## src/rtl/popcount_frame_accumulator.sv

```systemverilog
// Sums FRAME_LEN 3-bit ones counts into a saturating frame total; result valid 1 cycle after the last accept.
// Backpressure: input is stalled (in_ready=0) while a finished frame waits in HOLD for out_ready.
module popcount_frame_accumulator #(
    parameter int FRAME_LEN = 8,
    parameter int SUM_W     = 6
) (
    input  logic             clk,
    input  logic             rst_n,
    input  logic             clear,
    input  logic             in_valid,
    output logic             in_ready,
    input  logic [2:0]       in_count,
    output logic             out_valid,
    input  logic             out_ready,
    output logic [SUM_W-1:0] out_sum,
    output logic [2:0]       out_max,
    output logic             out_overflow
);
    localparam int CNT_W = (FRAME_LEN > 1) ? $clog2(FRAME_LEN) : 1;
    localparam logic [CNT_W-1:0] LAST = CNT_W'(FRAME_LEN - 1);

    typedef enum logic {
        ACCUM = 1'b0,
        HOLD  = 1'b1
    } state_t;

    state_t           state_q, state_d;
    logic [CNT_W-1:0] cnt_q, cnt_d;
    logic [SUM_W-1:0] acc_q, acc_d;
    logic [2:0]       max_q, max_d;
    logic             ovf_q, ovf_d;
    logic [SUM_W:0]   sum_ext;

    // One spare bit on top catches the carry that triggers saturation.
    assign sum_ext = {1'b0, acc_q} + {{(SUM_W-2){1'b0}}, in_count};

    always_ff @(posedge clk or negedge rst_n) begin
        if (!rst_n) begin
            state_q <= ACCUM;
            cnt_q   <= '0;
            acc_q   <= '0;
            max_q   <= '0;
            ovf_q   <= 1'b0;
        end else begin
            state_q <= state_d;
            cnt_q   <= cnt_d;
            acc_q   <= acc_d;
            max_q   <= max_d;
            ovf_q   <= ovf_d;
        end
    end

    always_comb begin
        state_d = state_q;
        cnt_d   = cnt_q;
        acc_d   = acc_q;
        max_d   = max_q;
        ovf_d   = ovf_q;
        if (clear) begin
            state_d = ACCUM;
            cnt_d   = '0;
            acc_d   = '0;
            max_d   = '0;
            ovf_d   = 1'b0;
        end else begin
            case (state_q)
                ACCUM: begin
                    if (in_valid) begin
                        if (sum_ext[SUM_W]) begin
                            acc_d = '1;
                            ovf_d = 1'b1;
                        end else begin
                            acc_d = sum_ext[SUM_W-1:0];
                        end
                        if (in_count > max_q) max_d = in_count;
                        cnt_d = cnt_q + 1'b1;
                        if (cnt_q == LAST) state_d = HOLD;
                    end
                end
                HOLD: begin
                    if (out_ready) begin
                        state_d = ACCUM;
                        cnt_d   = '0;
                        acc_d   = '0;
                        max_d   = '0;
                        ovf_d   = 1'b0;
                    end
                end
                default: state_d = ACCUM;
            endcase
        end
    end

    assign in_ready     = (state_q == ACCUM);
    assign out_valid    = (state_q == HOLD);
    assign out_sum      = acc_q;
    assign out_max      = max_q;
    assign out_overflow = ovf_q;
endmodule
```

## config.mk

```make
export PLATFORM = sky130hd
export DESIGN_NAME = popcount_frame_accumulator
export DESIGN_NICKNAME = d
export VERILOG_FILES = /design/src/rtl/popcount_frame_accumulator.sv
export SDC_FILE = /design/constraint.sdc
export NUM_CORES = 1
export LEC_CHECK = 0
export BUFFER_PORTS_ARGS = -buffer_cell sky130_fd_sc_hd__buf_2
export CORE_AREA = 2 2 53 55
export CTS_CLUSTER_DIAMETER = 80
export CTS_CLUSTER_SIZE = 8
export DETAILED_ROUTE_END_ITERATION = 8
export DIE_AREA = 0 0 55 57
export PLACE_DENSITY = 0.59
export SYNTH_ARGS = -nofsm -noshare
export SYNTH_HDL_FRONTEND = slang
export SYNTH_SLANG_ARGS = --single-unit
```

## constraint.sdc

```tcl
create_clock -name clk -period 2.01 [get_ports clk]
set_input_delay 0 -clock clk [delete_from_list [all_inputs] [get_ports clk]]
set_output_delay 0 -clock clk [all_outputs]
set_load 0.02 [all_outputs]
```

Yosys cells after proc, flatten, opt, wreduce, memory -nomap -nowiden
Cells that the tools add are included.
{ "op_classes": {"n_reduce_logical": 3, "muxes": 23, "bitwise_logic": 1, "n_lt_le_gt_ge": 1, "eq_ne": 5, "n_addsub": 2} }
{ "op_table": {"columns": ["cell", "n"], "rows": [
  ["6-bit two-way mux", 4],
  ["3-bit two-way mux", 6],
  ["3-bit one-hot mux with 2 select lines", 2],
  ["6-bit one-hot mux with 2 select lines", 1],
  ["1-bit two-way mux", 8],
  ["6-bit by 3-bit adder with 7-bit output", 1],
  ["3-bit by 2-bit != test with 1-bit output, second input constant", 2],
  ["3-bit != test, second input constant", 2],
  ["3-bit AND reduction", 2],
  ["1-bit one-hot mux with 2 select lines", 2],
  ["3-bit by 1-bit adder with 3-bit output, second input constant", 1],
  ["3-bit equality test, second input constant", 1],
  ["3-bit greater-than comparator", 1],
  ["2-bit AND reduction", 1],
  ["1-bit inverter", 1]
]} }
{ "totals": {"word_cells": 40, "in_bits": 8, "register_bits": 14} }

Depth between registers and ports, before layout
{ "logic_depth": {"word_depth": 5, "depth_mapped": 6, "depth_no_buf": 6} }

Worst setup path after synthesis
OpenSTA, ideal clock, no wires.
{ "synth_path": {"path_type": "register -> register", "startpoint": "register acc_q[0] (netlist: out_sum[0])", "endpoint": "register acc_q[3] (netlist: out_sum[3])", "t_required_ps": 1877, "setup_ps": 133, "t_arrival_ps": 1663, "slack_ps": 214, "path_stages_with_launch": 7, "n_path_buf": 0, "path_cell_list": "dfrtp_1 > ha_1 > fa_1 > a21o_1 > nor2b_1 > a22oi_1 > o211ai_1"} }
{ "synth_between": {"elab_chain_cells": 5} }
{ "synth_rtl": {"columns": ["item", "line_no", "rtl"], "rows": [
  ["start: declaration", "29", "logic [SUM_W-1:0] acc_q, acc_d;"],
  ["start signal: assignment", "41", "acc_q <= '0;"],
  ["start signal: assignment", "47", "acc_q <= acc_d;"],
  ["6-bit by 3-bit adder with 7-bit output", "35", "assign sum_ext = {1'b0, acc_q} + {{(SUM_W-2){1'b0}}, in_count};"],
  ["6-bit two-way mux", "69", "if (sum_ext[SUM_W]) begin"],
  ["6-bit two-way mux", "68", "if (in_valid) begin"],
  ["6-bit one-hot mux with 2 select lines", "66", "case (state_q)"],
  ["6-bit two-way mux", "59", "if (clear) begin"]
]} }
Every way passes these cells. The select of a mux whose other input is x is not followed.
A chain may end at the register's enable or synchronous reset.

Worst setup path after layout
{ "layout_path": {"startpoint": "input in_count[0]", "endpoint": "register acc_q[3] (netlist: out_sum[3])"} }
{ "layout_between": {"elab_chain_cells": 5} }
{ "layout_rtl": {"columns": ["item", "line_no", "rtl"], "rows": [
  ["start: declaration", "12", "input logic [2:0] in_count,"],
  ["6-bit by 3-bit adder with 7-bit output", "35", null],
  ["6-bit two-way mux", "69", null],
  ["6-bit two-way mux", "68", null],
  ["6-bit one-hot mux with 2 select lines", "66", null],
  ["6-bit two-way mux", "59", null]
]} }
Every way passes these cells. The select of a mux whose other input is x is not followed.

==> flow_metrics.py <==
metrics = {
    "sta": {
        "clock.fmax_ghz": 0.5499,
        "setup_viol": 0,
        "tightest_slew_ns": 0.3476,
        "rsz0062_at_grt": "false",
        "maxSlewViolCount": 0,
        "hold_viol": 0,
        "max-slew-margin-rel": 0.7678,
        "tns_ns": 0,
        "fin_skew_ns": 0.0006304,
        "fin_crit_ns": 1.819,
        "timing.final.ws_setup_ns": 0.1913,
        "fin_crit_sh": 0.9048,
    },
    "floorplan": {
        "die_width_microns": 55,
        "die_area_sq_um": 3135,
        "io_pins": 20,
        "core_sq_um": 2615,
        "die_h_microns": 57,
        "start_util": 0.3316,
        "rows": 19,
    },
    "final_layout": {
        "n_antenna_cell": 0,
        "final_layout_size_suffix_gt1_frac": 0.2523,
        "nets": 130,
        "areaGrowthSynthToFinish_pct": 21.64,
    },
    "power_and_ir_drop": {
        "p_leak_nw": 0.5501,
        "vdd_drop_max_v": 0.0003585,
        "cellPowerDensity_nw_per_um2": 609.3,
        "p_total_mw": 0.6426,
    },
    "detailed_routing": {
        "via_count": 717,
        "dr.pass1.iters": 4,
        "drt_first_iter_violations": 5,
        "drcViolationCount": 0,
        "finalWirelength_microns": 1812,
        "wl_per_cell_microns": 12.76,
        "viasPerCell": 5.049,
        "drtAntennaViolNets": 0,
    },
    "synth": {
        "synth_nets": 103,
        "syn_area_per_cell_sq_um": 10.08,
        "synth_area_sq_um": 867.1,
        "ys_seq_elements": 14,
        "synth_async_sr_flop_share": 1.000,
        "synth_ff_type": "dfrtp_1",
        "yosysSeqAreaShare": 0.4040,
        "yosysWarningCount": 0,
        "synth_area_leaders": "dfrtp_1 (40%), ha_1 (12%), nand2_1 (6.1%), mux2i_1 (3.5%), nand3b_1 (3.5%)",
        "synthTopCellsByCount": "dfrtp_1 (14), nand2_1 (14), ha_1 (8)",
        "synthCells": 86,
        "yosys.cell_types.count": 30,
        "synth_top_area_share": 0.4040,
        "synth_edf_count": 0,
        "synth.largest_area_cell": "dfrtp_1",
    },
    "cts": {
        "clk_latency_ns": 0.27,
        "cts_tree": "yes",
        "cts_buffers": 3,
        "clkSinkCount": 14,
        "h-tree-depth": 1,
        "clkTransAtPathRegs_ns": 0.08,
        "cts_root_buffer": "clkbuf_4",
        "clock_path_buffers": 2,
    },
    "setup_path": {
        "worst_path_max_delay_cell": "dlygate4sd3_1",
        "critPathLaunchType": "input port",
        "cp.required_ns": 2.17,
        "path_class": "input port to flop",
        "max_stage_delay_ns": 0.53,
        "worstPathCellList": "dlygate4sd3_1 > buf_2 > ha_1 > fa_1 > a21o_1 > nor2b_1 > a22oi_1 > o211ai_1",
        "cp.arrival_ns": 1.97,
        "crit_path_end_kind": "flop",
        "r2r_cells": 6,
        "path_max_fanout": 5,
    },
    "placement": {
        "port_buffers": 19,
        "dp_hpwl_microns": 1351,
        "dp_slack_ns": 0.2100,
        "place.gp.congestion": 0.7252,
    },
    "job": {
        "maxCapViolCount": 0,
    },
    "global_routing": {
        "grt_use_total": 0.1350,
        "grt_max_degree": 15,
        "grt_first_pass_wirelength_microns": 3056,
        "grt_pass1_vias": 683,
        "antenna_found_initial": 0,
        "gr-total-overflow": 0,
    },
    "worst_hold_path": {
        "hold_depth": 3,
        "hold_path_class": "input port to flop",
    },
    "status": {
        "status": "complete, no violations",
    },
}
-- cell type report --
class,instances,area (sq um)
repair buffers,24,142.6
inverters,5,18.77
multi-input cells,65,481.7
clock buffers,3,22.52
flip-flops and latches,14,350.3
fillers,279,1560
well taps,31,38.79
-- layer usage --
layer  up-vias  wire length, microns  GRT usage
li1        354                     -          -
met1       351                   815     0.1791
met2        10                   915     0.2075
met3         2                    64    0.02094
met4         0                    16    0.07317
met5         -                     0          0
-- worst paths after layout --
| path | endpoint | start | slack, ns |
|---|---|---|---|
| setup / recovery | out_sum[3] | in_count[0] | 0.19 |
| hold / removal | out_max[1] | in_count[1] | 0.02 |
| setup reg to reg | out_sum[3] | out_sum[0] | 0.20 |
| hold reg to reg | out_sum[0] | out_sum[0] | 0.51 |
| max in group asynchronous | cnt_q[2] | rst_n | 1.61 |
| min in group asynchronous | out_sum[1] | rst_n | 0.15 |
-- power breakdown --
part | switching (mW) | total (mW) | internal [mW]
Combinational | 0.0952 | 0.169 | 0.0742
Clock | 0.0876 | 0.157 | 0.0694
Sequential | 0.0166 | 0.316 | 0.300
-- sequential cells by signal (all words and copies together) (netlist names) --
signal        flops
out_sum           6
out_valid         1
out_overflow      1
out_max           3
cnt_q             3
-- worst max-delay path, delay by kind of cell --
family / cells / cell delay, ns
buffers and inverters: 2 / 0.67
AOI/OAI and AO/OA: 3 / 0.49
and+or+nand+nor: 1 / 0.19
adders and majority gates: 2 / 0.62
-- placed cells by master (no fill, tap or decap), drive strengths merged, types with 3 or more instances in the layout --
cell / netlist / layout
nand3b: 4 / 4
nand2: 14 / 14
nor2: 3 / 3
buf: 2 / 20
dlygate4sd3: 0 / 4
o21ai: 4 / 4
a21o: 3 / 3
nor2b: 3 / 3
ha: 8 / 8
a21oi: 5 / 5
clkbuf: 0 / 3
mux2i: 3 / 3
dfrtp: 14 / 14
inv: 5 / 5
-- stage by stage --
| stage | utilization | hold slack [ns] | area [sq um] | cells |
|---|---|---|---|---|
| finish | 0.4033 | 0.02342 | 1055 | 142 |
| global route | 0.4033 | 0.03450 | 1055 | 142 |
| CTS | 0.4033 | 0.007840 | 1055 | 142 |
| detailed placement | 0.3794 | -0.07553 | 992.2 | 135 |
| global placement | 0.3794 | -0.07761 | 992.2 | 135 |
| floorplan | - | -0.2956 | 867.1 | 86 |
-- timing repair --
action / CTS / global route
hold endpoints to repair: 17 / 0
resized for setup: 0 / 0
endpoints found under the setup margin: 0 / 0
hold buffers: 4 / 0
buffers inserted: 0 / 0
-- logic make-up (layout without fill, tap and decap cells) --
| logic type | after synthesis | count (layout) | synth area share |
|---|---|---|---|
| compound gates | 20 | 20 | 0.1659 |
| fa+ha+maj | 9 | 9 | 0.1385 |
| simple gates | 31 | 31 | 0.1934 |
| xor+xnor | 1 | 1 | 0.01010 |
| buf+inv | 7 | 32 | 0.04040 |
| flops | 14 | 14 | 0.4040 |
| mux | 4 | 4 | 0.04762 |
No activity file was read; power rests on OpenSTA's default activity.
